$ cat src/rtl/mac_writeback_if.sv
// Issue and writeback handshake bundle between the MAC issuer/consumer and mac_writeback.
interface mac_writeback_if #(
  parameter int TRANS_ID_BITS = 3
);
  logic                     valid_i;
  logic                     mac_ready_o;
  logic [1:0]               op_i;
  logic [TRANS_ID_BITS-1:0] trans_id_i;
  logic [31:0]              result_o;
  logic [TRANS_ID_BITS-1:0] result_trans_id_o;
  logic                     result_valid_o;
  logic                     ready_i;

  modport master (
    output valid_i, op_i, trans_id_i, ready_i,
    input  mac_ready_o, result_o, result_trans_id_o, result_valid_o
  );

  modport slave (
    input  valid_i, op_i, trans_id_i, ready_i,
    output mac_ready_o, result_o, result_trans_id_o, result_valid_o
  );
endinterface

$ cat src/rtl/mac_writeback.sv
// Writeback stage behind the un-stallable MAC pipeline: tracks issue tags, applies
// DOT/ACC/CLR accumulate semantics and buffers results in a credit-guarded FIFO.
module mac_writeback #(
  parameter int MAC_LATENCY   = 3,
  parameter int FIFO_DEPTH    = 4,
  parameter int TRANS_ID_BITS = 3
) (
  input  logic          clk_i,
  input  logic          rst_i,
  input  logic          flush_i,
  input  logic [31:0]   dot_i,
  output logic [31:0]   acc_o,
  mac_writeback_if.slave wb
);

  localparam int PTR_BITS = $clog2(FIFO_DEPTH);
  localparam int CNT_BITS = PTR_BITS + 1;
  localparam int LAST     = MAC_LATENCY - 1;

  localparam logic [CNT_BITS-1:0] CNT_ONE = CNT_BITS'(1);
  localparam logic [CNT_BITS-1:0] CNT_MAX = CNT_BITS'(FIFO_DEPTH);
  localparam logic [PTR_BITS:0]   PTR_ONE = (PTR_BITS + 1)'(1);

  typedef enum logic [1:0] {
    OP_DOT = 2'd0,
    OP_ACC = 2'd1,
    OP_CLR = 2'd2,
    OP_RSV = 2'd3
  } op_e;

  logic [CNT_BITS-1:0]      cnt_q;
  logic                     acc_en;
  logic                     pop;
  logic                     push;

  logic                     valid_pipe_q [MAC_LATENCY];
  op_e                      op_pipe_q    [MAC_LATENCY];
  logic [TRANS_ID_BITS-1:0] id_pipe_q    [MAC_LATENCY];

  logic [31:0]              acc_q;
  logic [31:0]              acc_d;
  logic [31:0]              acc_sum;
  logic [31:0]              exit_data;

  logic [31:0]              fifo_data_q [FIFO_DEPTH];
  logic [TRANS_ID_BITS-1:0] fifo_id_q   [FIFO_DEPTH];
  logic [PTR_BITS:0]        wr_ptr_q;
  logic [PTR_BITS:0]        rd_ptr_q;

  // Credits cover both in-flight and buffered results, so the FIFO can never overflow.
  assign wb.mac_ready_o = (cnt_q < CNT_MAX);
  assign acc_en         = wb.valid_i & wb.mac_ready_o & ~flush_i;
  assign pop            = wb.result_valid_o & wb.ready_i;
  assign push           = valid_pipe_q[LAST] & ~flush_i;

  always_ff @(posedge clk_i or negedge rst_i) begin
    if (!rst_i) begin
      cnt_q <= '0;
    end else if (flush_i) begin
      cnt_q <= '0;
    end else if (acc_en && !pop) begin
      cnt_q <= cnt_q + CNT_ONE;
    end else if (!acc_en && pop) begin
      cnt_q <= cnt_q - CNT_ONE;
    end
  end

  always_ff @(posedge clk_i or negedge rst_i) begin
    if (!rst_i) begin
      for (int i = 0; i < MAC_LATENCY; i++) begin
        valid_pipe_q[i] <= 1'b0;
        op_pipe_q[i]    <= OP_DOT;
        id_pipe_q[i]    <= '0;
      end
    end else begin
      valid_pipe_q[0] <= acc_en;
      op_pipe_q[0]    <= op_e'(wb.op_i);
      id_pipe_q[0]    <= wb.trans_id_i;
      for (int i = 1; i < MAC_LATENCY; i++) begin
        valid_pipe_q[i] <= valid_pipe_q[i-1] & ~flush_i;
        op_pipe_q[i]    <= op_pipe_q[i-1];
        id_pipe_q[i]    <= id_pipe_q[i-1];
      end
    end
  end

  assign acc_sum = acc_q + dot_i;

  // The accumulator only moves when the exiting instruction is actually written back.
  always_comb begin
    exit_data = dot_i;
    acc_d     = acc_q;
    case (op_pipe_q[LAST])
      OP_ACC: begin
        exit_data = acc_sum;
        acc_d     = acc_sum;
      end
      OP_CLR: begin
        acc_d = dot_i;
      end
      default: begin
        exit_data = dot_i;
      end
    endcase
    if (!push) begin
      acc_d = acc_q;
    end
  end

  always_ff @(posedge clk_i or negedge rst_i) begin
    if (!rst_i) begin
      acc_q <= '0;
    end else begin
      acc_q <= acc_d;
    end
  end

  assign acc_o = acc_q;

  always_ff @(posedge clk_i or negedge rst_i) begin
    if (!rst_i) begin
      wr_ptr_q <= '0;
      rd_ptr_q <= '0;
      for (int i = 0; i < FIFO_DEPTH; i++) begin
        fifo_data_q[i] <= '0;
        fifo_id_q[i]   <= '0;
      end
    end else if (flush_i) begin
      wr_ptr_q <= '0;
      rd_ptr_q <= '0;
    end else begin
      if (push) begin
        fifo_data_q[wr_ptr_q[PTR_BITS-1:0]] <= exit_data;
        fifo_id_q[wr_ptr_q[PTR_BITS-1:0]]   <= id_pipe_q[LAST];
        wr_ptr_q                            <= wr_ptr_q + PTR_ONE;
      end
      if (pop) begin
        rd_ptr_q <= rd_ptr_q + PTR_ONE;
      end
    end
  end

  assign wb.result_valid_o    = (wr_ptr_q != rd_ptr_q);
  assign wb.result_o          = fifo_data_q[rd_ptr_q[PTR_BITS-1:0]];
  assign wb.result_trans_id_o = fifo_id_q[rd_ptr_q[PTR_BITS-1:0]];

endmodule

$ cat src/flat_wrapper.sv
// flat-port wrapper written by rule: the top's interface ports become plain ports
module mac_writeback_flat 
#(
  parameter int MAC_LATENCY   = 3,
  parameter int FIFO_DEPTH    = 4,
  parameter int TRANS_ID_BITS = 3
)
  (clk_i, rst_i, flush_i, dot_i, acc_o, wb_valid_i, wb_op_i, wb_trans_id_i, wb_ready_i, wb_mac_ready_o, wb_result_o, wb_result_trans_id_o, wb_result_valid_o);
  mac_writeback_if #(.TRANS_ID_BITS(TRANS_ID_BITS)) wb_i ();
  input  logic clk_i;
  input  logic rst_i;
  input  logic flush_i;
  input  logic [31:0] dot_i;
  output logic [31:0] acc_o;
  input wire logic [$bits(wb_i.valid_i)-1:0] wb_valid_i;
  input wire logic [$bits(wb_i.op_i)-1:0] wb_op_i;
  input wire logic [$bits(wb_i.trans_id_i)-1:0] wb_trans_id_i;
  input wire logic [$bits(wb_i.ready_i)-1:0] wb_ready_i;
  output wire logic [$bits(wb_i.mac_ready_o)-1:0] wb_mac_ready_o;
  output wire logic [$bits(wb_i.result_o)-1:0] wb_result_o;
  output wire logic [$bits(wb_i.result_trans_id_o)-1:0] wb_result_trans_id_o;
  output wire logic [$bits(wb_i.result_valid_o)-1:0] wb_result_valid_o;
  assign wb_i.valid_i = wb_valid_i;
  assign wb_i.op_i = wb_op_i;
  assign wb_i.trans_id_i = wb_trans_id_i;
  assign wb_i.ready_i = wb_ready_i;
  assign wb_mac_ready_o = wb_i.mac_ready_o;
  assign wb_result_o = wb_i.result_o;
  assign wb_result_trans_id_o = wb_i.result_trans_id_o;
  assign wb_result_valid_o = wb_i.result_valid_o;
  mac_writeback #(.MAC_LATENCY(MAC_LATENCY), .FIFO_DEPTH(FIFO_DEPTH), .TRANS_ID_BITS(TRANS_ID_BITS)) u_core (.clk_i(clk_i), .rst_i(rst_i), .flush_i(flush_i), .dot_i(dot_i), .acc_o(acc_o), .wb(wb_i));
endmodule
$ cat config.mk
export PLATFORM = sky130hd
export DESIGN_NAME = mac_writeback_flat
export DESIGN_NICKNAME = d
export VERILOG_FILES = /design/src/rtl/mac_writeback_if.sv /design/src/rtl/mac_writeback.sv /design/src/flat_wrapper.sv
export SDC_FILE = /design/constraint.sdc
export NUM_CORES = 1
export LEC_CHECK = 0
export BUFFER_PORTS_ARGS = -buffer_cell sky130_fd_sc_hd__buf_2
export CAP_MARGIN = 20
export CELL_PAD_IN_SITES_DETAIL_PLACEMENT = 0
export CELL_PAD_IN_SITES_GLOBAL_PLACEMENT = 2
export CORE_ASPECT_RATIO = 1.4
export CORE_MARGIN = 2
export CORE_UTILIZATION = 40
export CTS_BUF_LIST = sky130_fd_sc_hd__clkbuf_16
export DETAILED_ROUTE_END_ITERATION = 12
export PLACE_DENSITY = 0.95
export SYNTH_ARGS = -nofsm -noshare
export SYNTH_HDL_FRONTEND = slang
export SYNTH_SLANG_ARGS = --single-unit
$ cat constraint.sdc
create_clock -name clk_i -period 7.3 [get_ports clk_i]
set_input_delay 1.46 -clock clk_i [delete_from_list [all_inputs] [get_ports clk_i]]
set_output_delay 1.46 -clock clk_i [all_outputs]
set_load 0.01 [all_outputs]
==> summary.md, run 1 <==
| Metric | Value |
|---|---|
| Run status | finished, final reports clean |
| CP Launch Type | input port |
| Ys async rst share | 1.00 |
| Leak | about 5.6 nW |
| Post-route antenna net violation count | 0 |
| Hold Crit Class | flip-flop to flip-flop |
| Max Root-Sink Buffers | 2 |
| Iteration-0 DRC Markers | 466 |
| Switching share of power | 0.377 |
| DRT Pass-1 Iters | 5 |
| Final Hold Viols | 0 |
| Hold_buf cts | 0 |
| Max VDD drop | between 0.2 and 0.25 mV |
| Synth area leader | dfrtp_1 |
| DRC Markers | 0 |
| Vias in the first global route | about 8500 |
| Critical path startpoint | dot_i[10] |
| Largest net degree at the start of global routing | between 100 and 150 |
| Initial antenna violation count | 0 |
| Skew-Pair Late Insertion Delay | roughly 0.46 ns |
| Clock power frac | 0.259 |
| EDFF count, synth | 0 |
| Inst Count DP | 1556 |
| Hold depth | 0 |
| Most common cell in the netlist | nand2_1 |
| R2r worst-path depth | 8 |
| DIE AREA | roughly 28000 um2 |
| Worst EP required | around 7.6 ns |
| Filler Cells Inserted | 2581 |
| Pre-CTS setup slack | ~3.0 ns |
| Total track usage | 0.215 |
| CP cell instances | buf_2 -> ha_1 -> a21oi_1 -> o21bai_1 -> a221oi_1 -> a21oi_1 -> or3_1 -> a31oi_1 -> o21ai_0 |
| Worst r2r dst | u_core.fifo_data_q[111] |
| Die height | between 150 and 200 um |
| Final GP Congestion | between 0.8 and 0.9 |
| Global-route wire length before repair | about 47 mm |
| Final setup viols | 0 |
| Non-Filler Instances | 1589 |
| Top post-synthesis cells by area | dfrtp_1 46%, nand2_1 7.4%, mux4_2 7.3% |
| Post-synthesis cell count | around 1100 |
| Syn avg cell area | 9.43 um2 |
| Hold slack | between 0.3 and 0.4 ns |
| Critical path's slowest cell | a221oi_1 |
| Internal power | ~0.0025 W |
| RSZ-0062 raised after global routing | no |
| Max cap viols | 0 |
| IO buf count | 110 |
| I/O pin cnt | 111 |
| Relative slew slack | 0.290 |
| GRT Residual Overflow | 0 |
| Vias/cell | 5.49 |
| Yosys cell types | 59 |
| Area growth syn-to-layout | 13.9% |
| Core region area | around 27000 um2 |
| Top cell family by delay on the critical path | compound AO/OA/AOI/OAI gates |
| Detailed Route WL | 29.7 mm |
| Tightest Pin Transition | roughly 1.1 ns |
| Crit. End Element | flip-flop |
| Top cell type's share of synthesized area | 0.461 |
| Max stage delay on crit path | roughly 0.89 ns |
| Min Tclk post-route | approximately 4.0 ns |
| Buffers & Inverters on Critical Path | 1 |
| Routed length per instance | 18.7 um |
| Post-CTS sizing | 0 |
| Most used cell, CP | a21oi_1 |
| Setup TNS | 0 ns |
| Final Cycle Share | 0.547 |
| RR Startpoint | u_core.acc_o[10] |
| Pwr/cell area | between 300 and 400 nW/um2 |
| Post-CTS setup repair buffer count | 0 |
| Detailed Place HPWL | ~21 mm |
| CP Class | input port to flip-flop |
| Combinational fraction of design power | 0.393 |
| Max FO, Critical Path | 6 |
| NumNets Final | 1293 |
| FMAX | about 0.25 GHz |
| Register area share after synthesis | 0.461 |
| Top FF cell, synth | dfrtp_1 |
| Sink Count | ~200 |
| Die Wd | 143 um |
| Final WS setup | approximately 3.3 ns |
| Synth Cell Area | roughly 11000 um2 |
| Hold Startpoint | u_core.id_pipe_q[4] |
| Clk root buf | clkbuf_16 |
| CTS tree | yes |
| Total number of vias | just under 9000 |
| Syn nets | between 1000 and 1500 |
| H-Tree Depth | 4 |
| Worst clock skew | 0.0105 ns |
| Top cells by instance count after synthesis | 214 x nand2_1, 199 x dfrtp_1, 132 x o21ai_0 |
| Yosys synthesis warning count | 0 |
| CTS Buf Count | 17 |
| #FFs+latches synth | between 150 and 200 |
| Switching pwr | about 0.0015 W |
| WP data arrival | between 4 and 5 ns |
| Antenna cells | 0 |
| Hold Path Sink | u_core.id_pipe_q[1] |
| Final Max Tran Viols | 0 |
| Reg power frac | 0.348 |
| Flop2flop setup slack | 4.02 ns |
| FP Rows | about 70 |
| Initial Utilization | 0.404 |
| Clk slew on worst S/H paths | ~0.070 ns |
| Layout cells sized above 1 | 0.164 |
## routing by layer
| metal | vias to the layer above | track usage | share of wire |
|---|---|---|---|
| met5 | - | 0 | 0 |
| met4 | 0 | 0.0869 | 0.032 |
| met3 | 52 | 0.0337 | 0.038 |
| met2 | 207 | 0.366 | 0.50 |
| met1 | 4258 | 0.274 | 0.43 |
| li1 | 4204 | - | - |
## worst register-to-register path, stage by stage, from the launching register on
cell and delay (ns):
dfrtp_1 0.41, ha_1 0.35, a21oi_1 0.34, o21bai_1 0.12, a221oi_1 0.89, a21oi_1 0.18, or3_1 0.36, a31oi_1 0.34
o21ai_0 0.15
## power groups by stage
stage	Sequential, W	Combinational [W]	Clock, W
floorplan	0.00143	0.00107	0
global placement	0.00143	0.00158	0
detailed placement	0.00143	0.00159	0
CTS	0.00141	0.00160	0.00108
global route	0.00144	0.00177	0.00112
finish	0.00141	0.00160	0.00105
## final cells by class
type                            instances  area (um2)  share of cell area
Inverter                               21        78.8             0.00640
Sequential cell                       199        4980               0.405
Timing Repair Buffer                  123         677              0.0550
Multi-Input combinational cell        849        5470               0.444
Clock inverter                         15         226              0.0184
Clock buffer                           17         425              0.0346
Tap cell                              365         457              0.0371
## worst max-delay path by stage
stage / endpoint / cells past startpoint
floorplan: u_core.acc_o[30] / 10
global placement: u_core.fifo_data_q[111] / 9
detailed placement: u_core.fifo_data_q[111] / 9
CTS: wb_result_o[15] / 3
global route: u_core.fifo_data_q[111] / 9
finish: u_core.fifo_data_q[111] / 9
## flip-flops by register name, indices dropped and copies added, names as in the netlist
| register | flops |
|---|---|
| u_core.fifo_data_q | 128 |
| u_core.acc_o | 32 |
| u_core.fifo_id_q | 12 |
| u_core.id_pipe_q | 9 |
| u_core.op_pipe_q | 6 |
| u_core.cnt_q | 3 |
| u_core.rd_ptr_q | 3 |
| u_core.valid_pipe_q | 3 |
| u_core.wr_ptr_q | 3 |
## cells by family after synthesis
family / share of synthesized area
and+or+nand+nor: 0.163
AOI/OAI and AO/OA: 0.172
DFF: 0.461
buffers and inverters: 0.0343
muxes: 0.0979
adders and majority gates: 0.0477
xor gates and xnor gates: 0.0243
## layout by cell type (no fill, tap or decap), types with 6 or more instances in the layout
cell type  netlist  routed
a211oi_1         6       6
a21o_1          15      15
a21oi_1         62      62
a31oi_1         44      44
and2_1           9       9
and3_1          10      10
buf_2            2     109
buf_4            0      12
clkbuf_16        0      17
dfrtp_1        199     198
ha_1            38      37
inv_1           20      20
mux2i_1         27      27
mux4_2          35      35
nand2_1        214     214
nand3_1         39      39
nand4_1         14      14
nor2_1          77      77
nor2b_1         10       9
nor3_1          10      10
o211ai_1         7       7
o21ai_0        132     132
o21bai_1         7       7
or3_1           10      10
xnor2_1         23      23
xor2_1           7       7
## per-stage QoR
step	util	total power, W	area [um2]
floorplan	-	0.00250	10800
global placement	0.435	0.00301	11600
detailed placement	0.435	0.00302	11600
CTS	0.459	0.00409	12300
global route	0.460	0.00432	12300
finish	0.460	0.00406	12300
No activity file was read; power rests on OpenSTA's default activity.
==> run 2: changes to the inputs <==
--- a/config.mk
+++ b/config.mk
@@ -11,10 +11,10 @@
 export CELL_PAD_IN_SITES_GLOBAL_PLACEMENT = 2
 export CORE_ASPECT_RATIO = 1.4
 export CORE_MARGIN = 2
-export CORE_UTILIZATION = 40
+export CORE_UTILIZATION = 34
 export CTS_BUF_LIST = sky130_fd_sc_hd__clkbuf_16
 export DETAILED_ROUTE_END_ITERATION = 12
-export PLACE_DENSITY = 0.95
+export PLACE_DENSITY = 0.88
 export SYNTH_ARGS = -nofsm -noshare
 export SYNTH_HDL_FRONTEND = slang
 export SYNTH_SLANG_ARGS = --single-unit
==> constraint.sdc (replaced) <==
create_clock -name clk_i -period 3.38 [get_ports clk_i]
set_input_delay 0.676 -clock clk_i [delete_from_list [all_inputs] [get_ports clk_i]]
set_output_delay 0.676 -clock clk_i [all_outputs]
set_load 0.01 [all_outputs]
==> summary.md, run 2 (synthesis gave the netlist of run 1 again) <==
| Metric | Value |
|---|---|
| Run status | finished, final reports clean |
| Largest reg by FF count | u_core.fifo_data_q |
| Max Root-Sink Buffers | 2 |
| CTS Buf Count | 17 |
| Die Wd | roughly 150 um |
| I/O pin cnt | between 100 and 150 |
| Worst EP required | 3.75 ns |
| DRT Pass-1 Iters | 5 |
| DRC Markers | 0 |
| Met1 global-route usage | 0.244 |
| Sink Count | roughly 200 |
| FP Rows | between 70 and 80 |
| Vias in the first global route | 8926 |
| Crit. End Element | flip-flop |
| Core region area | between 30000 and 40000 um2 |
| Tightest Pin Transition | slightly above 0.7 ns |
| NumNets Final | between 1000 and 1500 |
| CTS tree | yes |
| GRT Residual Overflow | 0 |
| H-Tree Depth | 4 |
| Routed length per instance | between 15 and 20 um |
| Hold Crit Class | input port to async pin |
| Post-CTS sizing | 0 |
| Combinational fraction of design power | 0.421 |
| Initial Utilization | 0.344 |
| Clock power frac | 0.221 |
| Final Hold Viols | 0 |
| Area growth syn-to-layout | 16.0% |
| Final core utilization | 0.399 |
| Relative slew slack | 0.520 |
| Total number of vias | slightly below 9000 |
| CP Launch Type | flip-flop |
| Final GP Congestion | 0.860 |
| Pwr/cell area | between 600 and 700 nW/um2 |
| Met3 Usage GRT | 0.0280 |
| Hold_buf cts | 0 |
| Antenna cells | 0 |
| Max VDD drop | ~0.42 mV |
| Final setup viols | 0 |
| Reg power frac | 0.357 |
| Max cap viols | 0 |
| Min Tclk post-route | approximately 3 ns |
| Most common cell after layout, fill and taps aside | nand2_1 |
| Hold slack | approximately 0.26 ns |
| Iteration-0 DRC Markers | between 400 and 500 |
| Final Cycle Share | 0.884 |
| Clk root buf | clkbuf_16 |
| Post-CTS setup repair buffer count | 0 |
| DIE AREA | 33300 um2 |
| Total track usage | 0.192 |
| Initial antenna violation count | 0 |
| Die height | around 210 um |
| Busiest grt layer | met2 |
| Switching share of power | 0.392 |
| Post-route antenna net violation count | 0 |
| GRT met2 Usage | 0.322 |
| Largest net degree at the start of global routing | 83 |
| Vias/cell | between 5 and 6 |
| Max FFs per register | around 130 |
| Setup TNS | 0 ns |
| Leak | approximately 5.7 nW |
| Global-route wire length before repair | about 49 mm |
| Skew-Pair Late Insertion Delay | approximately 0.46 ns |
| Detailed Route WL | between 30 and 40 mm |
| WP data arrival | roughly 3.4 ns |
| Layout cells sized above 1 | 0.187 |
| Total chip power | about 0.0086 W |
| Internal power | 0.00523 W |
| Clk slew on worst S/H paths | 0.07 ns |
| Max FO, Critical Path | 4 |
| FMAX | approximately 0.33 GHz |
| Final Max Tran Viols | 0 |
| Detailed Place HPWL | between 20 and 25 mm |
| IO buf count | 110 |
| Switching pwr | 0.00337 W |
| Worst clock skew | between 0.008 and 0.009 ns |
| Commonest non-fill, non-tap cells in the layout | 214 x nand2_1, 198 x dfrtp_1, 132 x o21ai_0 |
| RSZ-0062 raised after global routing | no |
| CP Class | flip-flop to flip-flop |
run 2: metrics by stage:
| stage | worst slack, ns | instances | cell area, um2 |
|---|---|---|---|
| final | 0.390 | 1656 | 12500 |
| after global routing | 0.205 | 1656 | 12500 |
| after CTS | 0.407 | 1656 | 12500 |
| after detailed placement | 0.0607 | 1625 | 12000 |
| after global placement | 0.100 | 1625 | 12000 |
| after floorplan | 0.544 | 1146 | 10800 |
run 2: cell type report:
class	instances	area (um2)
clock buffer	17	425
clock inverter	14	103
fill	3200	18900
inverter	21	78.8
multi-input combinational	849	5470
sequential	199	4980
tap	395	494
timing repair buffer	161	992
run 2: path summary, 6_finish.rpt:
check                      depth (start not counted)  slack [ns]                endpoint                start
hold reg to reg                                    0        0.35     u_core.op_pipe_q[3]  u_core.op_pipe_q[5]
hold / removal                                     1        0.26         u_core.acc_o[9]                rst_i
max in group asynchronous                          2        2.30  u_core.valid_pipe_q[2]                rst_i
setup / recovery                                  10        0.39  u_core.fifo_data_q[60]      u_core.acc_o[0]
setup reg to reg                                  10        0.39  u_core.fifo_data_q[60]      u_core.acc_o[0]
min in group clk_i                                 1        0.32     u_core.op_pipe_q[5]           wb_op_i[1]
run 2: critical path: stages, from the launching register on:
cell and delay (ns):
dfrtp_1 0.40, ha_1 0.25, fa_1 0.24, nand3_1 0.11, a211o_1 0.29, a311o_1 0.43, a2111oi_4 0.44, o31ai_1 0.17
xnor2_1 0.20, nand2_1 0.14, a31oi_1 0.23
run 2: per-layer routing:
| layer | vias up | share of wire |
|---|---|---|
| li1 | 4283 | - |
| met1 | 4379 | 0.44 |
| met2 | 187 | 0.49 |
| met3 | 53 | 0.028 |
| met4 | 0 | 0.040 |
| met5 | - | 0 |
run 2: power by group through the flow:
| stage | Combinational [W] | Clock, W | Sequential, W |
|---|---|---|---|
| floorplan | 0.00231 | 0 | 0.00308 |
| detailed placement | 0.00362 | 0 | 0.00312 |
| finish | 0.00362 | 0.00190 | 0.00307 |
| global placement | 0.00360 | 0 | 0.00310 |
| CTS | 0.00364 | 0.00196 | 0.00308 |
| global route | 0.00400 | 0.00205 | 0.00313 |
